## config.mk

```make
export PLATFORM = sky130hd
export DESIGN_NAME = mem_port_arbiter
export DESIGN_NICKNAME = d
export VERILOG_FILES = /design/src/rtl/mem_port_arbiter.sv
export SDC_FILE = /design/constraint.sdc
export NUM_CORES = 1
export LEC_CHECK = 0
export BUFFER_PORTS_ARGS = -buffer_cell sky130_fd_sc_hd__buf_2
export CORE_MARGIN = 3
export CORE_UTILIZATION = 45
export CTS_BUF_LIST = sky130_fd_sc_hd__clkbuf_16
export DETAILED_ROUTE_END_ITERATION = 10
export GPL_ROUTABILITY_DRIVEN = 0
export PLACE_DENSITY = 0.76
export SYNTH_ARGS = -nofsm -noshare
export SYNTH_HDL_FRONTEND = slang
export SYNTH_SLANG_ARGS = --single-unit
```

## constraint.sdc

```tcl
create_clock -name clk -period 1.9 [get_ports clk]
set_input_delay 0.19 -clock clk [delete_from_list [all_inputs] [get_ports clk]]
set_output_delay 0.19 -clock clk [all_outputs]
set_load 0.03 [all_outputs]
```

## src/rtl/mem_port_arbiter.sv

```systemverilog
`timescale 1ns/1ps
// mem_port_arbiter: shares one single-port word-addressed memory between the
// instruction-fetch port (I, read-only) and the load/store port (D).
// Round-robin arbitration, RRdy/RVld read handshake, single-cycle RWEn write,
// one-cycle Done pulse per transaction and a read watchdog.
//
// state   | meaning
// --------+-------------------------------------------------------------
// S_IDLE  | no transaction; arbitrate and latch the winner's request
// S_READ  | RRdy high, wait for RVld or watchdog expiry
// S_WRITE | one cycle with RWEn high
// S_RESP  | Done pulse (plus Err on timeout) to the winner, back to idle

module mem_port_arbiter #(
    parameter int AW      = 32,
    parameter int DW      = 32,
    parameter int TIMEOUT = 16
) (
    input  logic          clk,
    input  logic          rst,

    input  logic          IReq,
    input  logic [AW-1:0] IAddr,
    output logic          IDone,
    output logic [DW-1:0] IData,

    input  logic          DReq,
    input  logic          DWEn,
    input  logic [AW-1:0] DAddr,
    input  logic [DW-1:0] DWData,
    output logic          DDone,
    output logic [DW-1:0] DData,

    output logic          Err,

    output logic          RRdy,
    input  logic          RVld,
    output logic [AW-1:0] RAddr,
    output logic [DW-1:0] RWData,
    output logic          RWEn,
    input  logic [DW-1:0] RData
);

    // The watchdog only needs to count 0 .. TIMEOUT-1.
    localparam int            WDW     = $clog2(TIMEOUT);
    localparam logic [WDW-1:0] WD_LAST = WDW'(TIMEOUT - 1);

    typedef enum logic [1:0] {
        S_IDLE  = 2'd0,
        S_READ  = 2'd1,
        S_WRITE = 2'd2,
        S_RESP  = 2'd3
    } state_t;

    state_t          state_q, state_d;
    logic            win_q, win_d;      // 1 = D owns the current transaction
    logic            last_q, last_d;    // 1 = D was granted most recently
    logic [AW-1:0]   addr_q, addr_d;
    logic [DW-1:0]   wdata_q, wdata_d;
    logic [WDW-1:0]  wd_q, wd_d;
    logic            err_q, err_d;
    logic [DW-1:0]   idata_q, idata_d;
    logic [DW-1:0]   ddata_q, ddata_d;
    logic            grant_d;

    // A lone requester wins; on a tie the one not served last wins.
    assign grant_d = DReq & (~IReq | ~last_q);

    // Next-state, datapath updates and handshake outputs.
    always_comb begin
        state_d = state_q;
        win_d   = win_q;
        last_d  = last_q;
        addr_d  = addr_q;
        wdata_d = wdata_q;
        wd_d    = wd_q;
        err_d   = err_q;
        idata_d = idata_q;
        ddata_d = ddata_q;
        RRdy    = 1'b0;
        RWEn    = 1'b0;
        IDone   = 1'b0;
        DDone   = 1'b0;
        Err     = 1'b0;

        case (state_q)
            S_IDLE: begin
                if (IReq | DReq) begin
                    win_d  = grant_d;
                    last_d = grant_d;
                    addr_d = grant_d ? DAddr : IAddr;
                    if (grant_d) begin
                        wdata_d = DWData;
                    end
                    wd_d    = '0;
                    err_d   = 1'b0;
                    state_d = (grant_d & DWEn) ? S_WRITE : S_READ;
                end
            end
            S_READ: begin
                RRdy = 1'b1;
                if (RVld) begin
                    if (win_q) begin
                        ddata_d = RData;
                    end else begin
                        idata_d = RData;
                    end
                    err_d   = 1'b0;
                    state_d = S_RESP;
                end else if (wd_q == WD_LAST) begin
                    err_d   = 1'b1;
                    state_d = S_RESP;
                end else begin
                    wd_d = wd_q + WDW'(1);
                end
            end
            S_WRITE: begin
                RWEn    = 1'b1;
                state_d = S_RESP;
            end
            S_RESP: begin
                IDone   = ~win_q;
                DDone   = win_q;
                Err     = err_q;
                state_d = S_IDLE;
            end
            default: begin
                state_d = S_IDLE;
            end
        endcase
    end

    // State and datapath registers; reset drops any in-flight transaction.
    always_ff @(posedge clk) begin
        if (rst) begin
            state_q <= S_IDLE;
            win_q   <= 1'b0;
            last_q  <= 1'b1;
            addr_q  <= '0;
            wdata_q <= '0;
            wd_q    <= '0;
            err_q   <= 1'b0;
            idata_q <= '0;
            ddata_q <= '0;
        end else begin
            state_q <= state_d;
            win_q   <= win_d;
            last_q  <= last_d;
            addr_q  <= addr_d;
            wdata_q <= wdata_d;
            wd_q    <= wd_d;
            err_q   <= err_d;
            idata_q <= idata_d;
            ddata_q <= ddata_d;
        end
    end

    assign RAddr  = addr_q;
    assign RWData = wdata_q;
    assign IData  = idata_q;
    assign DData  = ddata_q;

endmodule

```

==> run metrics, run 1 <==
Netlist cell types 36; post-synthesis compound-gate area fraction 0.1616; Layout area overhead 39.19%; drt first pass iters 4; Starting Density 0.4727; Power Density 1430 nW/um^2; YS warnings 0; Clock Tree Buf Depth 2; cell area after synthesis 5281 um^2; Pleak 3.389 nW; synthesis-stage register bit count 137; WP data arrival 2.02 ns; Die Area 13070 um^2; Layout Nets 1019; setup TNS 0 ns; CTS tree done; DP HPWL 10270 um; total track usage 0.2122; post-route minimum period 1.750 ns; worst slew pin tran 0.4784 ns; Routed WL per cell 13.76 um; prevailing post-synth register cell dfxtp_1; clk slew on worst S/H paths 0.06 ns; CP Capture Type flop; Pwr Total 10.51 mW; antenna violations before repair 0; core area 11170 um^2; n_diodes 0; via count 5015; H-tree depth 4; floorplan row count 38; synthesized area per cell 8.437 um^2; Initial DRC Count 377; adder-cell share of the synthesized area 0.01421; first-pass GRT wire length 22170 um; I/O pins 267; Die Y 114.3 um; CTS Buf Count 17; status completed; Fmax 571.3 MHz; CTS root buf clkbuf_16; ys async rst share 0; DRT Wirelength 14200 um; xor/xnor share of the synthesized area 0; largest net degree at the start of global routing 47; Mapped Nets 766; share of layout cells above drive strength 1 0.3565; crit start category flop; crit path max fanout 32; Post-Synth Simple-Gate Area 0.1879; relative slew slack 0.6781; total gr overflow 0; Vias/cell 4.859; largest family of logic cells by synthesized area simple AND/OR/NAND/NOR gates; Final Skew 0.007072 ns; Fin. Hold Viols 0; # clock sinks 137; post-route ant nets 0; Hold Path Class in2reg; sequential share of the synthesized area 0.5193; vias in the first global route 4604; critical path class reg2reg; Cells after Synth 626; port bufs 266; VDD IR max 0.9956 mV; EDFF count, synth 0; Final Cycle Share 0.9212; mux cell area share after synthesis 0.06254; total of max-cap violations 0; Final Max Tran Viols 0; Die Width 114.3 um; Worst Path Required 2.17 ns; clk_lat worst skew 0.41 ns; DRC errors left 0; RSZ-0062 raised after global routing false; Setup-failing EPs final 0
-- per-stage QoR --
step                cells  worst slack (ns)  cell area, um^2  hold WS (ns)    util
detailed placement    998            0.1196             6721        0.4352  0.6016
finish               1032            0.1497             7351       0.01811  0.6579
CTS                  1032            0.1055             7343     0.0001770  0.6572
floorplan             626           0.09774             5281        0.3260       -
global placement      998            0.1960             6721        0.4321  0.6016
global route         1032           0.01485             7351      0.007423  0.6579
-- cells in the final DEF, fill, tap and decap left out, types with 7 or more instances in the layout --
| cell | count |
|---|---|
| buf_2 | 265 |
| a211oi_1 | 34 |
| mux2i_1 | 33 |
| buf_12 | 7 |
| nor2_1 | 38 |
| clkbuf_16 | 17 |
| buf_4 | 7 |
| dfxtp_1 | 137 |
| a21oi_1 | 100 |
| nand2_1 | 196 |
-- Yosys cell counts, types with 3 or more instances --
| cell type | instances | area [um^2] |
|---|---|---|
| ha_1 | 6 | 75.07 |
| inv_1 | 4 | 15.01 |
| nand2_1 | 196 | 735.7 |
| clkbuf_1 | 24 | 90.09 |
| and2_1 | 3 | 18.77 |
| mux2i_1 | 33 | 330.3 |
| buf_6 | 10 | 112.6 |
| nand3_1 | 4 | 20.02 |
| buf_2 | 11 | 55.05 |
| a211oi_1 | 34 | 255.2 |
| a21oi_1 | 100 | 500.5 |
| nor2_1 | 38 | 142.6 |
| dfxtp_1 | 137 | 2743 |
-- metal layers --
metal  part of all wire  routed length [um]  global-route usage  vias to the layer above
li1                   -                   -                   -                     2600
met1               0.42                5960              0.2561                     2179
met2               0.48                6774              0.3595                      213
met3              0.081                1150             0.06237                       23
met4              0.022                 314             0.07601                        0
met5                  0                   0                   0                        -
-- state kept, by name, indices dropped and copies added, names as in the netlist --
name	count
DData	32
RAddr	32
last_q	1
state_q	2
IData	32
err_q	1
wd_q	4
win_q	1
RWData	32
-- repair_timing --
item	CTS	global route
endpoints found under the hold margin	2	0
gates resized for setup	0	2
buffers inserted	0	0
endpoints found under the setup margin	0	26
hold buffers	2	0
-- worst paths after layout --
kind / start / end / slack, ns / depth (start not counted)
max: state_q[1] / IData[26] / 0.15 / 7
min: DWData[4] / RWData[4] / 0.02 / 3
max reg2reg: state_q[1] / IData[26] / 0.15 / 7
min reg2reg: RWData[23] / RWData[23] / 0.45 / 2
-- logic make-up (layout without fill, tap and decap cells) --
logic type | Yosys count | count (layout)
buffers and inverters | 52 | 318
AOI/OAI and AO/OA | 146 | 146
adders and majority gates | 6 | 6
DFF | 137 | 137
and+or+nand+nor | 252 | 252
muxes | 33 | 33
-- area by class of cell --
cell class	instances	area, um^2
flip-flops and latches	137	2743
multi-input cells	437	2273
fillers	975	3822
clock inverters	15	176.4
clock buffers	17	425.4
inverters	5	18.77
well taps	140	175.2
repair buffers	281	1539
-- report_power, final --
part	internal [mW]	switching, mW
sequential	3.39	0.258
combinational	1.16	2.39
clock	2.07	1.25
total	6.62	3.89
-- worst max-delay path: stages, from the launching register on --
cell and delay [ns]:
dfxtp_1 0.33, inv_1 0.11, ha_2 0.27, inv_2 0.08, or3_1 0.35, buf_4 0.25, nand2_1 0.13, a21oi_1 0.08
Note: power is estimated with default switching activity, not from simulation.
==> inputs of run 2 (changes only) <==
--- a/config.mk
+++ b/config.mk
@@ -5,13 +5,14 @@
 export SDC_FILE = /design/constraint.sdc
 export NUM_CORES = 1
 export LEC_CHECK = 0
+export ABC_AREA = 1
 export BUFFER_PORTS_ARGS = -buffer_cell sky130_fd_sc_hd__buf_2
 export CORE_MARGIN = 3
-export CORE_UTILIZATION = 45
+export CORE_UTILIZATION = 46
 export CTS_BUF_LIST = sky130_fd_sc_hd__clkbuf_16
 export DETAILED_ROUTE_END_ITERATION = 10
 export GPL_ROUTABILITY_DRIVEN = 0
-export PLACE_DENSITY = 0.76
+export PLACE_DENSITY = 0.77
 export SYNTH_ARGS = -nofsm -noshare
 export SYNTH_HDL_FRONTEND = slang
 export SYNTH_SLANG_ARGS = --single-unit
==> run metrics, run 2 <==
status completed; Starting Density 0.4739; synthesized area per cell 7.476 um^2; crit path max fanout 32; Fin. Hold Viols 0; H-tree depth 4; vias in the first global route 5426; area leader, netlist dfxtp_1; Final Skew 0.009629 ns; FILL cells 1011; Pwr Total 11.05 mW; CTS tree done; DRT Wirelength 16830 um; Netlist cell types 22; Pleak 3.833 nW; Die Width 114.9 um; RSZ-0062 raised after global routing false; post-route minimum period 1.665 ns; setup TNS 0 ns; Mapped Nets 870; Hold Path Class in2reg; ys async rst share 0; n_diodes 0; first-pass GRT wire length 26440 um; critical path class reg2reg; Fmax 600.6 MHz; Die Area 13210 um^2; Power Density 1428 nW/um^2; worst slew pin tran 0.4246 ns; share of Yosys cell area claimed by the top area cell type 0.5025; Layout Nets 1150; commonest non-fill, non-tap cell in the layout buf_2; CTS root buf clkbuf_16; core area 11520 um^2; ranking of synthesized cells by area dfxtp_1, a21oi_1, o21ai_0; clk slew on worst S/H paths 0.06 ns; Vias/cell 5.041; CTS Buf Count 17; crit start category flop; DRC errors left 0; Post-synth top cells dfxtp_1, a21oi_1, nor2_1, nand2_1, o21ai_0; Initial DRC Count 563; antenna violations before repair 0; sequential share of the synthesized area 0.5025; # clock sinks 137; VDD IR max 0.9580 mV; total track usage 0.2513; largest net degree at the start of global routing 72; Worst Path Required 2.25 ns; top-count cell post-synth dfxtp_1; WP data arrival 2.01 ns; DP HPWL 11430 um; Layout area overhead 41.77%; I/O pins 267; CP Capture Type flop; most frequent cells in the layout buf_2, dfxtp_1, a21oi_1; relative slew slack 0.7169; final core utilization 0.6719; port bufs 266; floorplan row count 39; Die Y 114.9 um; non-filler instance count after layout 1166; total of max-cap violations 0; Cells after Synth 730; EDFF count, synth 0; YS warnings 0; cell area after synthesis 5458 um^2; PostCTS Resize Cnt 0; share of layout cells above drive strength 1 0.3089; Clock Tree Buf Depth 2; Final Cycle Share 0.8763; placed insts 1101; post-route ant nets 0; Setup-failing EPs final 0; synthesis-stage register bit count 137; clk_lat worst skew 0.42 ns; Final Max Tran Viols 0; total gr overflow 0; drt first pass iters 5; via count 5878; prevailing post-synth register cell dfxtp_1; Routed WL per cell 14.43 um; worst-case hold slack 0.01004 ns
-- run 2: cell types whose count changed in the layout (fill, tap and decap cells not counted), sizes merged, moves of 4 or more --
cell and change:
a211oi -34, clkinvlp -4, dlygate4sd3 +31, inv +47
clkinv +4, mux2i -33, nand3 +68, a21oi +6
buf +4, o21ai +96, nand2 -101, nor2 +68
-- run 2: worst max-delay path, stage by stage, from the launching register on --
cell and delay, ns:
dfxtp_1 0.33, inv_1 0.12, ha_1 0.27, nand2_1 0.13
inv_2 0.08, buf_4 0.32, nand3_1 0.15, a21oi_1 0.18
-- run 2: power by group --
part	leakage [nW]	internal [mW]	switching [mW]	total [mW]
sequential	1.12	3.47	0.296	3.77
combinational	2.42	1.26	2.93	4.19
clock	0.293	1.88	1.20	3.09
total	3.83	6.62	4.43	11.0
-- run 2: final timing paths --
path	start	endpoint	slack, ns	cells past startpoint
setup / recovery	state_q[1]	DData[1]	0.23	7
hold / removal	DAddr[12]	RAddr[12]	0.01	3
setup reg to reg	state_q[1]	DData[1]	0.23	7
hold reg to reg	DData[27]	DData[27]	0.46	2
-- run 2: repair_timing --
action                                  CTS  global route
hold buffers                             33             0
endpoints found under the hold margin    33             0
endpoints found under the setup margin    0             0
buffers inserted                          0             0
-- run 2: cell type report --
type                       instances  area (um^2)  share of cell area
clock inverter                    15        122.6             0.01585
timing repair buffer             316         1814              0.2345
inverter                          51        191.4             0.02474
multi-input combinational        487         2262              0.2924
tap                              143        178.9             0.02312
sequential                       137         2743              0.3545
clock buffer                      17        425.4             0.05498
-- run 2: stage by stage --
step,setup WS [ns],instance area [um^2]
floorplan,0.2284,5458
global placement,0.2914,6859
detailed placement,0.2509,6859
CTS,0.2326,7737
global route,0.05114,7737
finish,0.2350,7737
-- run 2: kinds of logic (layout without fill, tap and decap cells) --
group / count (synthesis) / in the layout / share of synthesized area
flops: 137 / 137 / 0.5025
simple gates: 277 / 277 / 0.2105
fa+ha+maj: 6 / 6 / 0.01375
compound gates: 204 / 204 / 0.1894
buf+inv: 106 / 399 / 0.08390
-- run 2: per-layer routing --
layer | routed length [um] | share of wire | global-route usage
met5 | 0 | 0 | 0
met4 | 399 | 0.024 | 0.1088
met3 | 1421 | 0.084 | 0.09316
met2 | 8245 | 0.49 | 0.4109
met1 | 6762 | 0.40 | 0.2961
==> inputs of run 3 (changes only) <==
--- a/config.mk
+++ b/config.mk
@@ -8,11 +8,11 @@
 export ABC_AREA = 1
 export BUFFER_PORTS_ARGS = -buffer_cell sky130_fd_sc_hd__buf_2
 export CORE_MARGIN = 3
-export CORE_UTILIZATION = 46
-export CTS_BUF_LIST = sky130_fd_sc_hd__clkbuf_16
+export CORE_UTILIZATION = 48
+export CTS_BUF_LIST = sky130_fd_sc_hd__clkbuf_8
 export DETAILED_ROUTE_END_ITERATION = 10
 export GPL_ROUTABILITY_DRIVEN = 0
-export PLACE_DENSITY = 0.77
+export PLACE_DENSITY = 0.8
 export SYNTH_ARGS = -nofsm -noshare
 export SYNTH_HDL_FRONTEND = slang
 export SYNTH_SLANG_ARGS = --single-unit
==> run metrics, run 3 (same netlist as run 2, synthesis figures left out) <==
most frequent cells in the layout buf_2, dfxtp_1, a21oi_1; clk_lat worst skew 0.43 ns; H-tree depth 4; Die Y 112.6 um; relative slew slack 0.5128; Worst path depth 8; CTS Buf Count 17; Worst R2R Path Depth 8; Pwr Total 10.38 mW; DRC errors left 0; core area 10980 um^2; hold path depth 3; floorplan row count 38; port bufs 266; crit path from state_q[1]; status completed; Power Density 1330 nW/um^2; Starting Density 0.4969; worst slew pin tran 0.7308 ns; n_diodes 0; Clock Tree Buf Depth 2; R2R Setup Slk 0.18 ns; worst r2r src state_q[1]; Die Area 12690 um^2; Layout area overhead 42.98%; crit path max fanout 65; Layout Nets 1170; I/O pins 267; Setup-failing EPs final 0; drt first pass iters 7; vias in the first global route 5587; post-route minimum period 1.720 ns; largest net degree at the start of global routing 70; # clock sinks 137; RSZ-0062 raised after global routing false; Crit path largest cell delay 0.33 ns; Final Max Tran Viols 0; antenna violations before repair 0; DRT Wirelength 17090 um; Die Width 112.6 um; setup TNS 0 ns; crit-path leading delay family buffers and inverters; Hold Path Class in2reg; final core utilization 0.7105; Reg-to-Reg End RAddr[9]; Worst Path Required 2.21 ns; total of max-cap violations 0; total track usage 0.2611; Final Instance Area 7804 um^2; Hold Crit Endpoint IData[25]; share of layout cells above drive strength 1 0.3116; critical path class reg2reg; DP HPWL 11600 um; crit start category flop; FILL cells 903; via count 5975; Final Skew 0.01431 ns; Fin. Hold Viols 0; CTS root buf clkbuf_8; critical path's slowest cell dfxtp_1; CTS tree done; Critical Path, Cell by Cell inv_1, ha_1, inv_2, nor2_4, buf_12, o21ai_0, a21oi_1, nor2_1; post-route ant nets 0; WP buf/inv 3; first-pass GRT wire length 27240 um; Routed WL per cell 14.44 um; Final Cycle Share 0.9052; commonest non-fill, non-tap cell in the layout buf_2; Post-Place Cell Area 6888 um^2; CP Capture Type flop; Initial DRC Count 560; Pleak 3.827 nW; WP data arrival 2.03 ns; Vias/cell 5.051; critical hold path startpoint RData[25]; VDD IR max 0.7381 mV; Fmax 581.4 MHz; clk slew on worst S/H paths 0.09 ns; total gr overflow 0
## run 3: cell count changes in the layout (fill, tap and decap cells not counted), sizes merged
cell         delta
dlygate4sd3    +19
clkinv          -4
clkinvlp        +3
clkbuf          +2
buf             +1
bufinv          -1
## run 3: area by class of cell
| type | instances | area, um^2 | area share |
|---|---|---|---|
| sequential | 137 | 2743 | 0.3515 |
| multi-input combinational | 487 | 2262 | 0.2899 |
| timing repair buffer | 336 | 2037 | 0.2610 |
| clock buffer | 19 | 261.5 | 0.03351 |
| inverter | 51 | 191.4 | 0.02453 |
| tap | 140 | 175.2 | 0.02245 |
| clock inverter | 13 | 133.9 | 0.01716 |
## run 3: repair_timing
action,CTS,global route
buffers inserted,0,0
gates resized for setup,0,0
hold endpoints to repair,52,0
hold buffers,52,0
## run 3: tightest hold or removal path: stages
cell	delay [ns]
buf_2	0.09
nor2_1	0.04
nor2_1	0.08
## run 3: worst max path at each step
stage | slack, ns | endpoint
floorplan | 0.23 | IData[11]
global route | 0.005 | RAddr[9]
CTS | 0.22 | DData[8]
finish | 0.18 | RAddr[9]
global placement | 0.30 | DData[9]
detailed placement | 0.24 | DData[9]
## run 3: per-stage QoR
step | setup WS [ns] | hold slack (ns) | std cells
2_1_floorplan | 0.2284 | 0.3249 | 730
3_3_place_gp | 0.2956 | 0.4149 | 1099
3_5_place_dp | 0.2384 | 0.4221 | 1099
4_1_cts | 0.2243 | 0.0002337 | 1183
5_1_grt | 0.004915 | 0.01156 | 1183
6_report | 0.1801 | 0.01873 | 1183
## run 3: layer usage
| layer | share of wire | GRT usage |
|---|---|---|
| met4 | 0.027 | 0.09936 |
| met1 | 0.40 | 0.3333 |
| met2 | 0.49 | 0.4242 |
| met5 | 0 | 0 |
| met3 | 0.084 | 0.06792 |
## run 3: power by group
group / switching (mW) / internal (mW)
Sequential: 0.320 / 3.47
Combinational: 2.94 / 1.31
Clock: 1.21 / 1.14
Total: 4.46 / 5.92
